### config.mk
export PLATFORM = sky130hd
export DESIGN_NAME = mult_hilo_unit
export DESIGN_NICKNAME = d
export VERILOG_FILES = /design/src/rtl/mult_hilo_unit.sv
export SDC_FILE = /design/constraint.sdc
export NUM_CORES = 1
export LEC_CHECK = 0
export ABC_AREA = 1
export BUFFER_PORTS_ARGS = -buffer_cell sky130_fd_sc_hd__buf_2
export CORE_AREA = 2 2 161 163
export DETAILED_ROUTE_END_ITERATION = 6
export DIE_AREA = 0 0 163 165
export PLACE_DENSITY = 0.75
export SYNTH_ARGS = -nofsm -noshare
export SYNTH_HDL_FRONTEND = slang
export SYNTH_SLANG_ARGS = --single-unit
### constraint.sdc
create_clock -name clk -period 2.9 [get_ports clk]
set_clock_uncertainty 0.2 [all_clocks]
set_input_delay 0.58 -clock clk [delete_from_list [all_inputs] [get_ports clk]]
set_output_delay 0.58 -clock clk [all_outputs]
set_load 0.03 [all_outputs]
### src/rtl/mult_hilo_unit.sv
// mult_hilo_unit: iterative 32x32 shift-add multiplier that owns the MIPS
// HI/LO registers. It runs MULT/MULTU over 32 RUN cycles plus one FIX cycle,
// and accepts MTHI/MTLO writes only while idle.
module mult_hilo_unit #(
  parameter int ITER_CYCLES = 32
) (
  input  logic        clk,
  input  logic        reset,
  input  logic        start,
  input  logic        is_signed,
  input  logic [31:0] a,
  input  logic [31:0] b,
  input  logic        wr_hi,
  input  logic        wr_lo,
  input  logic [31:0] wdata,
  output logic        busy,
  output logic        done,
  output logic [31:0] hi,
  output logic [31:0] lo
);

  localparam int CNT_W = $clog2(ITER_CYCLES);
  localparam logic [CNT_W-1:0] CNT_LAST = CNT_W'(ITER_CYCLES - 1);

  typedef enum logic [1:0] {IDLE, RUN, FIX} state_t;

  state_t           state;
  logic [CNT_W-1:0] cnt;
  logic [31:0]      mcand;
  logic [31:0]      mplier;
  logic [63:0]      acc;
  logic             sign;
  logic [32:0]      sum;
  logic [63:0]      result;

  // Operand magnitude. Negating 0x80000000 wraps to itself, which read as
  // unsigned is exactly 2^31, so no extra bit is needed.
  function automatic logic [31:0] magnitude(input logic signed [31:0] v,
                                            input logic             s);
    logic signed [31:0] neg;
    neg = -v;
    return (s && v[31]) ? neg : v;
  endfunction

  // Restore the product sign with a full 64-bit two's-complement negation.
  function automatic logic [63:0] apply_sign(input logic signed [63:0] v,
                                             input logic             s);
    logic signed [63:0] neg;
    neg = -v;
    return s ? neg : v;
  endfunction

  // Shift-add step: the 33-bit sum keeps the carry that the right shift
  // moves back into bit 63; the signed result is formed for the FIX write.
  always_comb begin
    sum    = {1'b0, acc[63:32]} + (mplier[0] ? {1'b0, mcand} : 33'd0);
    result = apply_sign(acc, sign);
  end

  // Control FSM, datapath iteration and the architectural HI/LO registers.
  always_ff @(posedge clk) begin
    if (reset) begin
      state  <= IDLE;
      cnt    <= '0;
      mcand  <= '0;
      mplier <= '0;
      acc    <= '0;
      sign   <= 1'b0;
      busy   <= 1'b0;
      done   <= 1'b0;
      hi     <= '0;
      lo     <= '0;
    end else begin
      done <= 1'b0;
      case (state)
        IDLE: begin
          // MTHI/MTLO land now; a same-cycle start overwrites them later.
          if (wr_hi) hi <= wdata;
          if (wr_lo) lo <= wdata;
          if (start) begin
            mcand  <= magnitude(a, is_signed);
            mplier <= magnitude(b, is_signed);
            sign   <= is_signed & (a[31] ^ b[31]);
            acc    <= '0;
            cnt    <= '0;
            busy   <= 1'b1;
            state  <= RUN;
          end
        end
        RUN: begin
          acc    <= {sum, acc[31:1]};
          mplier <= mplier >> 1;
          cnt    <= cnt + CNT_W'(1);
          if (cnt == CNT_LAST) state <= FIX;
        end
        FIX: begin
          hi    <= result[63:32];
          lo    <= result[31:0];
          done  <= 1'b1;
          busy  <= 1'b0;
          state <= IDLE;
        end
        default: state <= IDLE;
      endcase
    end
  end

endmodule

=== Word level (Yosys, flattened, before mapping) ===
Index checks and enable logic that the tools add are counted.
W data, S select, Z words.

* Add/subtract/negate cells: 5
* Multiply operators: 0
* Div/mod/pow operators: 0
* Magnitude comparators: 0
* Equal/unequal tests: 7
* Shift operators: 0
* Muxes and demuxes: 20
* Bitwise operators: 2
* Reduce and logical (&&, ||, !) cells: 11

{| class="wikitable"
|+ Operator list
! operator !! count
|-
| $mux W32 || 6
|-
| $pmux W32 S2 || 3
|-
| $mux W64 || 2
|-
| $pmux W64 S2 || 1
|-
| $neg A32 Y32 || 2
|-
| $neg A64 Y64 || 1
|-
| $add A32 B32 Y33 || 1
|-
| $reduce_and A2 Y1 || 6
|-
| $pmux W5 S2 || 1
|-
| $ne A2 B2 Y1 const B || 4
|-
| $add A5 B1 Y5 const B || 1
|-
| $eq A5 B5 Y1 const B || 1
|-
| $mux W5 || 1
|-
| $mux W2 || 2
|-
| $pmux W2 S2 || 1
|-
| $reduce_bool A2 Y1 || 2
|-
| $eq A2 B1 Y1 const B || 1
|-
| $eq A2 B2 Y1 const B || 1
|-
| $logic_and A1 B1 Y1 || 2
|-
| $logic_not A2 Y1 || 1
|-
| $mux W1 || 2
|-
| $pmux W1 S2 || 1
|-
| $and A1 B1 Y1 || 1
|-
| $xor A1 B1 Y1 || 1
|}

* Bits in registers: 202
* Bits in latches: 0
* Memory bits (writable): 0
* Bits in read-only memories: 0
* Input bits: 102
* Output and inout bits: 66
* Word-level logic and storage cells: 55
* Memories: 0

=== Longest topological paths before layout ===
Gate-level depths: netlist (run 1).

* Word-level depth: 4
* Depth in mapped cells: 18

=== Worst setup path before layout (run 1) ===
No wires, ideal clock.

* Kind: register -> register
* From: register mplier[0]
* To: register acc[53]
* Data arrival time: 2234 ps
* Data required time: 2582 ps
* Path slack: 349 ps
* Stages on the path, launching flop included: 18
* Path buffers: 2
* Clock period less this slack: 2551 ps
* Cell sequence: dfxtp_1 > clkbuf_1 > clkbuf_1 > nand2_1 > inv_1 > ha_1 > inv_1 > fa_1 > o21ai_1 > nand2_1 > nand2_1 > nand2_1 > nand2_1 > nand2_1 > nand2_1 > nand2_1 > nand3_1 > o21ai_1

* Cells in the longest elaborated chain, start to end: 3

{| class="wikitable"
|+ RTL lines
! element !! line !! RTL
|-
| start, declared || 30 || <nowiki>logic [31:0] mplier;</nowiki>
|-
| start signal, assigned || 82 || <nowiki>mplier <= magnitude(b, is_signed);</nowiki>
|-
| start signal, assigned || 92 || <nowiki>mplier <= mplier >> 1;</nowiki>
|-
| $mux W32 || 56 || <nowiki>sum = {1'b0, acc[63:32]} + (mplier[0] ? {1'b0, mcand} : 33'd0);</nowiki>
|-
| $add A32 B32 Y33 || 56 ||
|-
| $pmux W64 S2 || 75 || <nowiki>case (state)</nowiki>
|-
| end signal, assigned || 91 || <nowiki>acc <= {sum, acc[31:1]};</nowiki>
|-
| end, declared || 31 || <nowiki>logic [63:0] acc;</nowiki>
|}

No other way between the ends.
A chain may end at the register's enable or synchronous reset.

=== Worst setup path in the final report (run 1) ===
Ends and elaborated chain as after synthesis.

==> results of run 1 <==
## metrics by stage
step / power, mW / area, sq um / std cells
after floorplan: 4.01 / 13600 / 2191
after global placement: 4.46 / 14700 / 2625
after detailed placement: 4.47 / 14700 / 2625
after CTS: 7.52 / 15500 / 2664
after global routing: 7.80 / 15500 / 2664
final: 7.50 / 15500 / 2664
## sequential cells by signal, indices dropped and copies added (netlist names)
signal	flops
cnt	5
acc	64
state	2
hi	32
done	1
mcand	32
busy	1
mplier	32
lo	32
sign	1
## cell usage in the layout (no fill, tap or decap), types with 14 or more instances in the layout
cell type,instances
sky130_fd_sc_hd__buf_4,24
sky130_fd_sc_hd__nand2_1,553
sky130_fd_sc_hd__ha_1,37
sky130_fd_sc_hd__o21ai_0,172
sky130_fd_sc_hd__inv_1,219
sky130_fd_sc_hd__buf_2,167
sky130_fd_sc_hd__a22oi_1,20
sky130_fd_sc_hd__nor3_1,14
sky130_fd_sc_hd__nand4_1,25
sky130_fd_sc_hd__o32ai_1,33
sky130_fd_sc_hd__dfxtp_1,201
sky130_fd_sc_hd__xor2_1,18
sky130_fd_sc_hd__nand3_1,204
sky130_fd_sc_hd__nor2_1,239
sky130_fd_sc_hd__a21oi_1,201
sky130_fd_sc_hd__clkbuf_16,23
sky130_fd_sc_hd__a31oi_1,14
sky130_fd_sc_hd__o21ai_1,21
## power groups by stage
stage               clock network (mW)  logic (mW)  registers, mW
floorplan                            0       0.743           3.27
global placement                     0        1.32           3.14
detailed placement                   0        1.33           3.14
CTS                               3.10        1.34           3.08
global route                      3.21        1.49           3.10
finish                            3.06        1.35           3.09
## cells in the mapped netlist, types with 3 or more instances
master	n
sky130_fd_sc_hd__nand2_1	553
sky130_fd_sc_hd__nor2_1	239
sky130_fd_sc_hd__inv_1	220
sky130_fd_sc_hd__nand3_1	204
sky130_fd_sc_hd__dfxtp_1	202
sky130_fd_sc_hd__a21oi_1	201
sky130_fd_sc_hd__o21ai_0	174
sky130_fd_sc_hd__clkbuf_1	53
sky130_fd_sc_hd__ha_1	37
sky130_fd_sc_hd__o32ai_1	33
sky130_fd_sc_hd__buf_2	28
sky130_fd_sc_hd__nand4_1	25
sky130_fd_sc_hd__o21ai_1	21
sky130_fd_sc_hd__a22oi_1	20
sky130_fd_sc_hd__xor2_1	18
sky130_fd_sc_hd__a31oi_1	14
sky130_fd_sc_hd__nor3_1	14
sky130_fd_sc_hd__inv_2	12
sky130_fd_sc_hd__nor2_2	12
sky130_fd_sc_hd__o22ai_1	12
sky130_fd_sc_hd__nor2_4	9
sky130_fd_sc_hd__o211ai_1	8
sky130_fd_sc_hd__buf_1	7
sky130_fd_sc_hd__nand2_2	7
sky130_fd_sc_hd__nand3b_1	7
sky130_fd_sc_hd__or2_2	7
sky130_fd_sc_hd__nand3_2	4
sky130_fd_sc_hd__o21bai_1	4
sky130_fd_sc_hd__xnor2_1	4
sky130_fd_sc_hd__a21boi_0	3
sky130_fd_sc_hd__a21o_1	3
sky130_fd_sc_hd__nand2_4	3
sky130_fd_sc_hd__o21ai_2	3
sky130_fd_sc_hd__o21ai_4	3
## logic make-up (layout without fill, tap and decap cells)
| family | count (synthesis) | in the layout | synth area share |
|---|---|---|---|
| and+or+nand+nor | 1096 | 1096 | 0.348 |
| AOI/OAI and AO/OA | 510 | 510 | 0.212 |
| buffers and inverters | 323 | 466 | 0.0923 |
| DFF | 202 | 202 | 0.297 |
| adders and majority gates | 38 | 38 | 0.0355 |
| xor gates and xnor gates | 22 | 22 | 0.0142 |
## path summary, 6_finish.rpt
kind | from | to | cells past startpoint
worst max-delay path | mplier[0] | acc[53] | 13
worst min-delay path | b[22] | mplier[22] | 3
worst max register to register | mplier[0] | acc[53] | 13
worst min register to register | cnt[3] | cnt[3] | 2
## layer usage
layer	global-route usage	wire (um)	vias to the layer above
met1	0.460	20300	6932
met5	0	0	-
met2	0.534	20000	714
met3	0.0389	3820	108
met4	0.142	1970	0
li1	-	-	7572
## area by class of cell
class,instances,share of cell area
Clock buffer,29,0.0412
Clock inverter,10,0.00946
Inverter,234,0.0567
Multi-Input combinational cell,1666,0.536
Sequential cell,202,0.261
Tap cell,330,0.0267
Timing Repair Buffer,193,0.0682
## worst max-delay path: stages (launching register included)
cell	delay [ns]
sky130_fd_sc_hd__dfxtp_1	0.35
sky130_fd_sc_hd__buf_4	0.25
sky130_fd_sc_hd__nand2_1	0.14
sky130_fd_sc_hd__fa_1	0.44
sky130_fd_sc_hd__o21ai_1	0.25
sky130_fd_sc_hd__nand2_1	0.10
sky130_fd_sc_hd__nand2_1	0.13
sky130_fd_sc_hd__nand2_1	0.06
sky130_fd_sc_hd__nand2_1	0.15
sky130_fd_sc_hd__nand2_1	0.09
sky130_fd_sc_hd__nand2_1	0.06
sky130_fd_sc_hd__nand2_1	0.05
sky130_fd_sc_hd__nand3_1	0.06
sky130_fd_sc_hd__o21ai_1	0.06
==> impl_metrics.tcl, run 1 <==
set metrics [dict create \
    htreeDepth 1 \
    worst-r2r-setup-slack_ns 0.39 \
    max_slew_headroom 0.321 \
    postSynth.topFlopCell "sky130_fd_sc_hd__dfxtp_1" \
    synth_nets 2331 \
    first_global_vias 13673 \
    replace_congestion 1.02 \
    ys_async_sr_fraction 0 \
    critical_path_required_ns 3.12 \
    post_synthesis_sequential_area_ratio 0.297 \
    ioPinCount 168 \
    design.die.area_sq_um 26900 \
    final_min_period_over_clock_period 0.866 \
    yosysTopAreaCell "sky130_fd_sc_hd__dfxtp_1" \
    drt.antenna.violating_nets 0 \
    timing.setup.critical_path_class "reg -> reg" \
    core_region_area_sq_um 25000 \
    start_util 0.543 \
    post_drt_via_cell_ratio 5.75 \
    cts-root-to-sink-buffers 3 \
    cts_sinks 202 \
    final_nets 2460 \
    power_frac_seq 0.411 \
    pre_cts_slack_ns 0.406 \
    final_util 0.618 \
    hold_class "in -> reg" \
    startpoint_type "flop" \
    nFillCells 2464 \
    areaGrowthSynthToFinish_pct 13.9 \
    cts_hold_buffers 0 \
    drt_pass1_iterations 7 \
    numCtsBuffers 23 \
    global_route_wire_length_before_repair_um 72000 \
    final-hold-violation-count 0 \
    worst-slew-pin-transition_ns 1.02 \
    via_count 15326 \
    worst_hold_slack_ns 0.132 \
    dieHeight_um 165 \
    cell_internal_pwr_mw 5.21 \
    slew_viol_final 0 \
    worst_skew_pair.late_latency_ns 0.54 \
    end_kind "flop" \
    fp.dieW_um 163 \
    p_comb_frac 0.181 \
    post_route_cells_drive_above_1_share 0.128 \
    clock_tree.root_cell "sky130_fd_sc_hd__clkbuf_16" \
    synthesis.instances 2191 \
    cells_taking_the_most_area_after_synthesis "sky130_fd_sc_hd__dfxtp_1 30%, sky130_fd_sc_hd__nand2_1 15%, sky130_fd_sc_hd__nand3_1 7.5%" \
    post-route-drc-count 0 \
    groute.usage.overall 0.335 \
    ys_types 54 \
    grt_max_degree 96 \
    total_standard_cell_area_after_synthesis_sq_um 13600 \
    warning_count_from_the_yosys_run 0 \
    final.min_clock_period_ns 2.51 \
    post_cts.repair.setup_buffers 0 \
    result_of_the_run "finished, final reports clean" \
    final-seq-area_sq_um 4050 \
    antenna_found_initial 0 \
    setup-tns-final_ns 0 \
    hpwl_um 35500 \
    switchingPower_mw 2.30 \
    grt_setup_unrepaired "no" \
    yosys_register_bits 202 \
    drv.max_cap_violation_count 0 \
    pwrdens_nw_per_um2 485 \
    dr.first_iter.drc_count 1721 \
    place.port_buffers 167 \
    cts.clk_slew.worst_paths_ns 0.07 \
    setup_slack_ns 0.390 \
    antennaDiodeCount 0 \
    total_setup_violations_reported_at_the_end_of_the_flow 0 \
    globalRouteOverflowTotal 0 \
    peakVddDrop_mv 0.390 \
    power_switching_share 0.306 \
    timing.critical_path.arrival_ns 2.73 \
    synth.avg_cell_area_sq_um 6.20 \
    finalWirelength_um 46100 \
    detailed_route_wire_length_per_cell_um 17.3 \
    num_rows 58 \
    cellLeakagePower_nw 7.80 \
    max_freq_ghz 0.398 \
    synth_edf_count 0 \
    multi_input_gate_area_sq_um 8300 \
    yosys.area.top_type_share 0.297 \
    critical_path_peak_fanout 19 \
    clock_power_share 0.408 \
    cts_tree "done" \
    cts_resized 0 \
]
Note: power is estimated with default switching activity, not from simulation.
==> run 2, diff against run 1 <==
--- a/config.mk
+++ b/config.mk
@@ -7,10 +7,13 @@
 export LEC_CHECK = 0
 export ABC_AREA = 1
 export BUFFER_PORTS_ARGS = -buffer_cell sky130_fd_sc_hd__buf_2
-export CORE_AREA = 2 2 161 163
+export CELL_PAD_IN_SITES_DETAIL_PLACEMENT = 1
+export CELL_PAD_IN_SITES_GLOBAL_PLACEMENT = 2
+export CORE_AREA = 2 2 210 212
 export DETAILED_ROUTE_END_ITERATION = 6
-export DIE_AREA = 0 0 163 165
-export PLACE_DENSITY = 0.75
+export DIE_AREA = 0 0 212 214
+export GPL_TIMING_DRIVEN = 0
+export PLACE_DENSITY = 0.81
 export SYNTH_ARGS = -nofsm -noshare
 export SYNTH_HDL_FRONTEND = slang
 export SYNTH_SLANG_ARGS = --single-unit
==> impl_metrics.tcl, run 2 (synthesized netlist as in run 1, its figures left out) <==
set metrics [dict create \
    timing.setup.critical_path_class "reg -> reg" \
    numCtsBuffers 26 \
    pwrdens_nw_per_um2 491 \
    max_flop_register "acc" \
    worstPathBufferInverterCount 2 \
    final_min_period_over_clock_period 0.930 \
    areaGrowthSynthToFinish_pct 18.3 \
    final_nets 2525 \
    worst-slew-pin-transition_ns 0.911 \
    setup-tns-final_ns 0 \
    critical_path_required_ns 3.13 \
    hpwl_um 50700 \
    end_kind "flop" \
    via_count 15909 \
    crit_path_frequent_cell "sky130_fd_sc_hd__nand2_1" \
    cts.clk_slew.worst_paths_ns 0.06 \
    place.port_buffers 166 \
    result_of_the_run "finished, final reports clean" \
    dr.first_iter.drc_count 896 \
    dieHeight_um 214 \
    first_global_vias 16140 \
    timing.critical_path.arrival_ns 2.93 \
    largest_register_ff_count 64 \
    groute.usage.overall 0.271 \
    max_freq_ghz 0.371 \
    crit_chain "clkbuf_2, nand2_1, inv_1, ha_1, a21oi_1, nand2_1, nand3_1, nand2_1, nand2_1, nand2_1, o21ai_1, o21ai_1" \
    cts-root-to-sink-buffers 3 \
    post_route_cells_drive_above_1_share 0.133 \
    layout.cells.most_common_list "546 x sky130_fd_sc_hd__nand2_1, 239 x sky130_fd_sc_hd__nor2_1, 220 x sky130_fd_sc_hd__inv_1" \
    cts_tree "done" \
    cp_slowest_cell "sky130_fd_sc_hd__dfxtp_4" \
    antennaDiodeCount 0 \
    peakVddDrop_mv 0.309 \
    antenna_found_initial 1 \
    max_slew_headroom 0.393 \
    finalWirelength_um 62200 \
    placedCellCount 2942 \
    final_common_cell "sky130_fd_sc_hd__nand2_1" \
    final-instance-count-excl-fill 2988 \
    num_rows 76 \
    ioPinCount 168 \
    final-hold-violation-count 0 \
    drt_pass1_iterations 5 \
    replace_congestion 0.947 \
    global_route_wire_length_before_repair_um 95300 \
    fp.dieW_um 212 \
    worst_skew_pair.late_latency_ns 0.56 \
    post_dp_cell_area_sq_um 15200 \
    htreeDepth 1 \
    final.min_clock_period_ns 2.70 \
    total_setup_violations_reported_at_the_end_of_the_flow 0 \
    core_region_area_sq_um 42900 \
    globalRouteOverflowTotal 0 \
    start_util 0.317 \
    startpoint_type "flop" \
    post_drt_via_cell_ratio 5.32 \
    drv.max_cap_violation_count 0 \
    clock_tree.root_cell "sky130_fd_sc_hd__clkbuf_16" \
    grt_max_degree 14 \
    slew_viol_final 0 \
    slowest_delay_ns 0.37 \
    post-route-drc-count 0 \
    path_delay_family "simple AND/OR/NAND/NOR gates" \
    cts_sinks 202 \
    hold_class "in -> reg" \
    critical_path_peak_fanout 10 \
    detailed_route_wire_length_per_cell_um 20.8 \
    stdcell_area_sq_um 16100 \
    cellLeakagePower_nw 7.93 \
    design.die.area_sq_um 45400 \
    drt.antenna.violating_nets 0 \
]
[run 2: path summary, 6_finish.rpt]
check,start,end,slack [ns],cells after the start
worst max-delay path,mplier[0],acc[46],0.20,12
worst min-delay path,a[1],mcand[1],0.10,3
worst max register to register,mplier[0],acc[46],0.20,12
worst min register to register,mplier[31],mplier[31],0.26,2
[run 2: cell type report]
type                       count  area [sq um]
inverter                     234           878
clock buffer                  36           758
timing repair buffer         167           838
sequential                   202          4050
clock inverter                10           118
buffer                        88           379
fill                        5747         26800
tap                          585           732
multi-input combinational   1666          8340
[run 2: metal layers]
layer,track usage,vias up,share of wire
met3,0.0230,114,0.045
met1,0.365,7629,0.46
met5,0,-,0.00011
met2,0.455,456,0.46
li1,-,7708,-
met4,0.0927,2,0.034
[run 2: stage by stage]
stage	setup WS, ns	utilization	hold slack (ns)	power [mW]
6_report	0.203	0.375	0.102	7.90
5_1_grt	-0.00483	0.375	0.129	8.25
4_1_cts	0.0292	0.374	0.0778	7.97
3_5_place_dp	-0.554	0.353	0.258	4.62
3_3_place_gp	-0.468	0.353	0.253	4.59
2_1_floorplan	0.349	-	0.227	4.01
[run 2: power by group]
part	switching (mW)	internal, mW
combinational	1.07	0.419
clock	1.33	2.00
sequential	0.125	2.96
total	2.52	5.38
[run 2: worst min-delay path, cell delays in order]
cell and delay (ns):
sky130_fd_sc_hd__buf_2 0.11, sky130_fd_sc_hd__nand2_1 0.06, sky130_fd_sc_hd__a21oi_1 0.05
[run 2: repair_timing]
item	4_1_cts	5_1_grt
gates cloned	0	0
pin swaps	1	1
gates resized for setup	10	10
hold buffers	0	0
buffers inserted	0	1
setup endpoints to repair	26	17
endpoints found under the hold margin	0	0
==> run 3, diff against run 2 <==
--- a/config.mk
+++ b/config.mk
@@ -7,9 +7,11 @@
 export LEC_CHECK = 0
 export ABC_AREA = 1
 export BUFFER_PORTS_ARGS = -buffer_cell sky130_fd_sc_hd__buf_2
+export CAP_MARGIN = 5
 export CELL_PAD_IN_SITES_DETAIL_PLACEMENT = 1
 export CELL_PAD_IN_SITES_GLOBAL_PLACEMENT = 2
 export CORE_AREA = 2 2 210 212
+export CTS_BUF_LIST = sky130_fd_sc_hd__clkbuf_4 sky130_fd_sc_hd__clkbuf_8 sky130_fd_sc_hd__clkbuf_16
 export DETAILED_ROUTE_END_ITERATION = 6
 export DIE_AREA = 0 0 212 214
 export GPL_TIMING_DRIVEN = 0
==> constraint.sdc (replaced) <==
create_clock -name clk -period 2.9 [get_ports clk]
set_clock_uncertainty 0.2 [all_clocks]
set_input_delay 0.58 -clock clk [delete_from_list [all_inputs] [get_ports clk]]
set_output_delay 0.58 -clock clk [all_outputs]
set_load 0.02 [all_outputs]
==> impl_metrics.tcl, run 3 (synthesized netlist as in run 1, its figures left out) <==
set metrics [dict create \
    final.min_clock_period_ns 2.67 \
    total_setup_violations_reported_at_the_end_of_the_flow 0 \
    drt.antenna.violating_nets 0 \
    final-hold-violation-count 0 \
    start_util 0.317 \
    dr.first_iter.drc_count 1017 \
    numCtsBuffers 26 \
    worstPathBufferInverterCount 2 \
    timing.setup.critical_path_class "reg -> reg" \
    post-route-drc-count 0 \
    post_route_cells_drive_above_1_share 0.134 \
    result_of_the_run "finished, final reports clean" \
    final_common_cell "sky130_fd_sc_hd__nand2_1" \
    final_min_period_over_clock_period 0.920 \
    globalRouteOverflowTotal 0 \
    worst_skew_pair.late_latency_ns 0.56 \
    replace_congestion 0.947 \
    crit-reg2reg-launch "mplier[0]" \
    fp.dieW_um 212 \
    critical_path_required_ns 3.14 \
    htreeDepth 1 \
    crit_cells 12 \
    hold_class "in -> reg" \
    pre_cts_slack_ns -0.554 \
    end_kind "flop" \
    drt_pass1_iterations 5 \
    cts-root-to-sink-buffers 3 \
    critical_path_peak_fanout 10 \
    cts.clk_slew.worst_paths_ns 0.06 \
    drv.max_cap_violation_count 0 \
    setup_slack_ns 0.231 \
    hold_depth 3 \
    antennaDiodeCount 0 \
    via_count 15858 \
    groute.usage.overall 0.271 \
    finalWirelength_um 62100 \
    design.die.area_sq_um 45400 \
    timing.critical_path.arrival_ns 2.91 \
    core_region_area_sq_um 42900 \
    place.port_buffers 166 \
    path_delay_family "simple AND/OR/NAND/NOR gates" \
    r2r.worst_path.cells 12 \
    cts_sinks 202 \
    cp_slowest_cell "sky130_fd_sc_hd__dfxtp_4" \
    first_global_vias 16137 \
    antenna_found_initial 1 \
    pwrdens_nw_per_um2 488 \
    worst_setup_path_endpoint "acc[47]" \
    max_freq_ghz 0.375 \
    worst-slew-pin-transition_ns 0.874 \
    hpwl_um 50700 \
    startpoint_type "flop" \
    design_power_total_mw 7.86 \
    grt_max_degree 14 \
    global_route_wire_length_before_repair_um 95300 \
    crit_chain "clkbuf_2, nand2_1, inv_1, ha_1, a21oi_1, o21a_1, nand2_2, nand2_1, nand2_2, or2_2, nand3_1, o21ai_1" \
    num_rows 76 \
    cts_tree "done" \
    worst-r2r-setup-slack_ns 0.23 \
    slowest_delay_ns 0.39 \
    areaGrowthSynthToFinish_pct 18.4 \
    layout.cells.most_common_list "546 x sky130_fd_sc_hd__nand2_1, 239 x sky130_fd_sc_hd__nor2_1, 220 x sky130_fd_sc_hd__inv_1" \
    cellLeakagePower_nw 7.94 \
    clock_tree.root_cell "sky130_fd_sc_hd__clkbuf_16" \
    post_drt_via_cell_ratio 5.31 \
    dieHeight_um 214 \
    peakVddDrop_mv 0.307 \
    timing.critical_path.from "mplier[0]" \
    final_nets 2525 \
    largest_register_ff_count 64 \
    max_flop_register "acc" \
    ioPinCount 168 \
    slew_viol_final 0 \
    crit-reg2reg-capture "acc[47]" \
    detailed_route_wire_length_per_cell_um 20.8 \
    max_slew_headroom 0.418 \
]
[run 3: cell counts in the layout (fill, tap and decap cells not counted)]
No cell type changed its count.
[run 3: routing by layer]
layer  global-route usage  wire length (um)  share of wire  up-vias
met1                0.364             28300           0.46     7608
met2                0.453             28700           0.46      425
li1                     -                 -              -     7708
met5                    0                 7        0.00011        -
met4               0.0948              2220          0.036        2
met3               0.0245              2850          0.046      115
[run 3: worst min path at each step]
stage                            end  startpoint
after CTS                   mcand[1]        a[1]
final                       mcand[1]        a[1]
after floorplan           mplier[31]  mplier[31]
after detailed placement  mplier[31]  mplier[31]
after global routing        mcand[0]        a[0]
after global placement    mplier[31]  mplier[31]
[run 3: metrics by stage]
stage	cells	area [sq um]	hold slack [ns]	TNS (ns)	util
after global placement	2942	15200	0.253	-4.45	0.353
final	2988	16100	0.0999	0	0.375
after floorplan	2191	13600	0.227	0	-
after detailed placement	2942	15200	0.258	-5.94	0.353
after CTS	2987	16100	0.0778	0	0.375
after global routing	2988	16100	0.129	-0.00646	0.375
[run 3: layout make-up]
cell class / count / area [sq um]
Tap cell: 585 / 732
Sequential cell: 202 / 4050
Clock inverter: 10 / 118
Inverter: 234 / 878
Fill cell: 5740 / 26800
Clock buffer: 36 / 769
Multi-Input combinational cell: 1666 / 8340
Timing Repair Buffer: 167 / 838
Buffer: 88 / 379
[run 3: what timing repair did]
item                                    in CTS  in global routing
pin swaps                                    1                  1
hold endpoints to repair                     0                  0
resized for setup                           10                 10
buffers inserted                             0                  1
endpoints found under the setup margin      26                 17
hold buffers                                 0                  0
[run 3: power by group]
group          switching [mW]  leakage, nW  internal, mW
sequential              0.127         1.66          2.96
combinational            1.00         5.84         0.418
clock                    1.33        0.444          2.02
total                    2.46         7.94          5.41
[run 3: worst reg2reg max path: cells and delay by family (launching register included)]
family	cells	cell delay, ns
AO/OA/AOI/OAI	3	0.53
adder cells (fa/ha/maj)	1	0.30
buffers and inverters	2	0.35
flip-flops	1	0.39
AND/OR/NAND/NOR	6	0.79
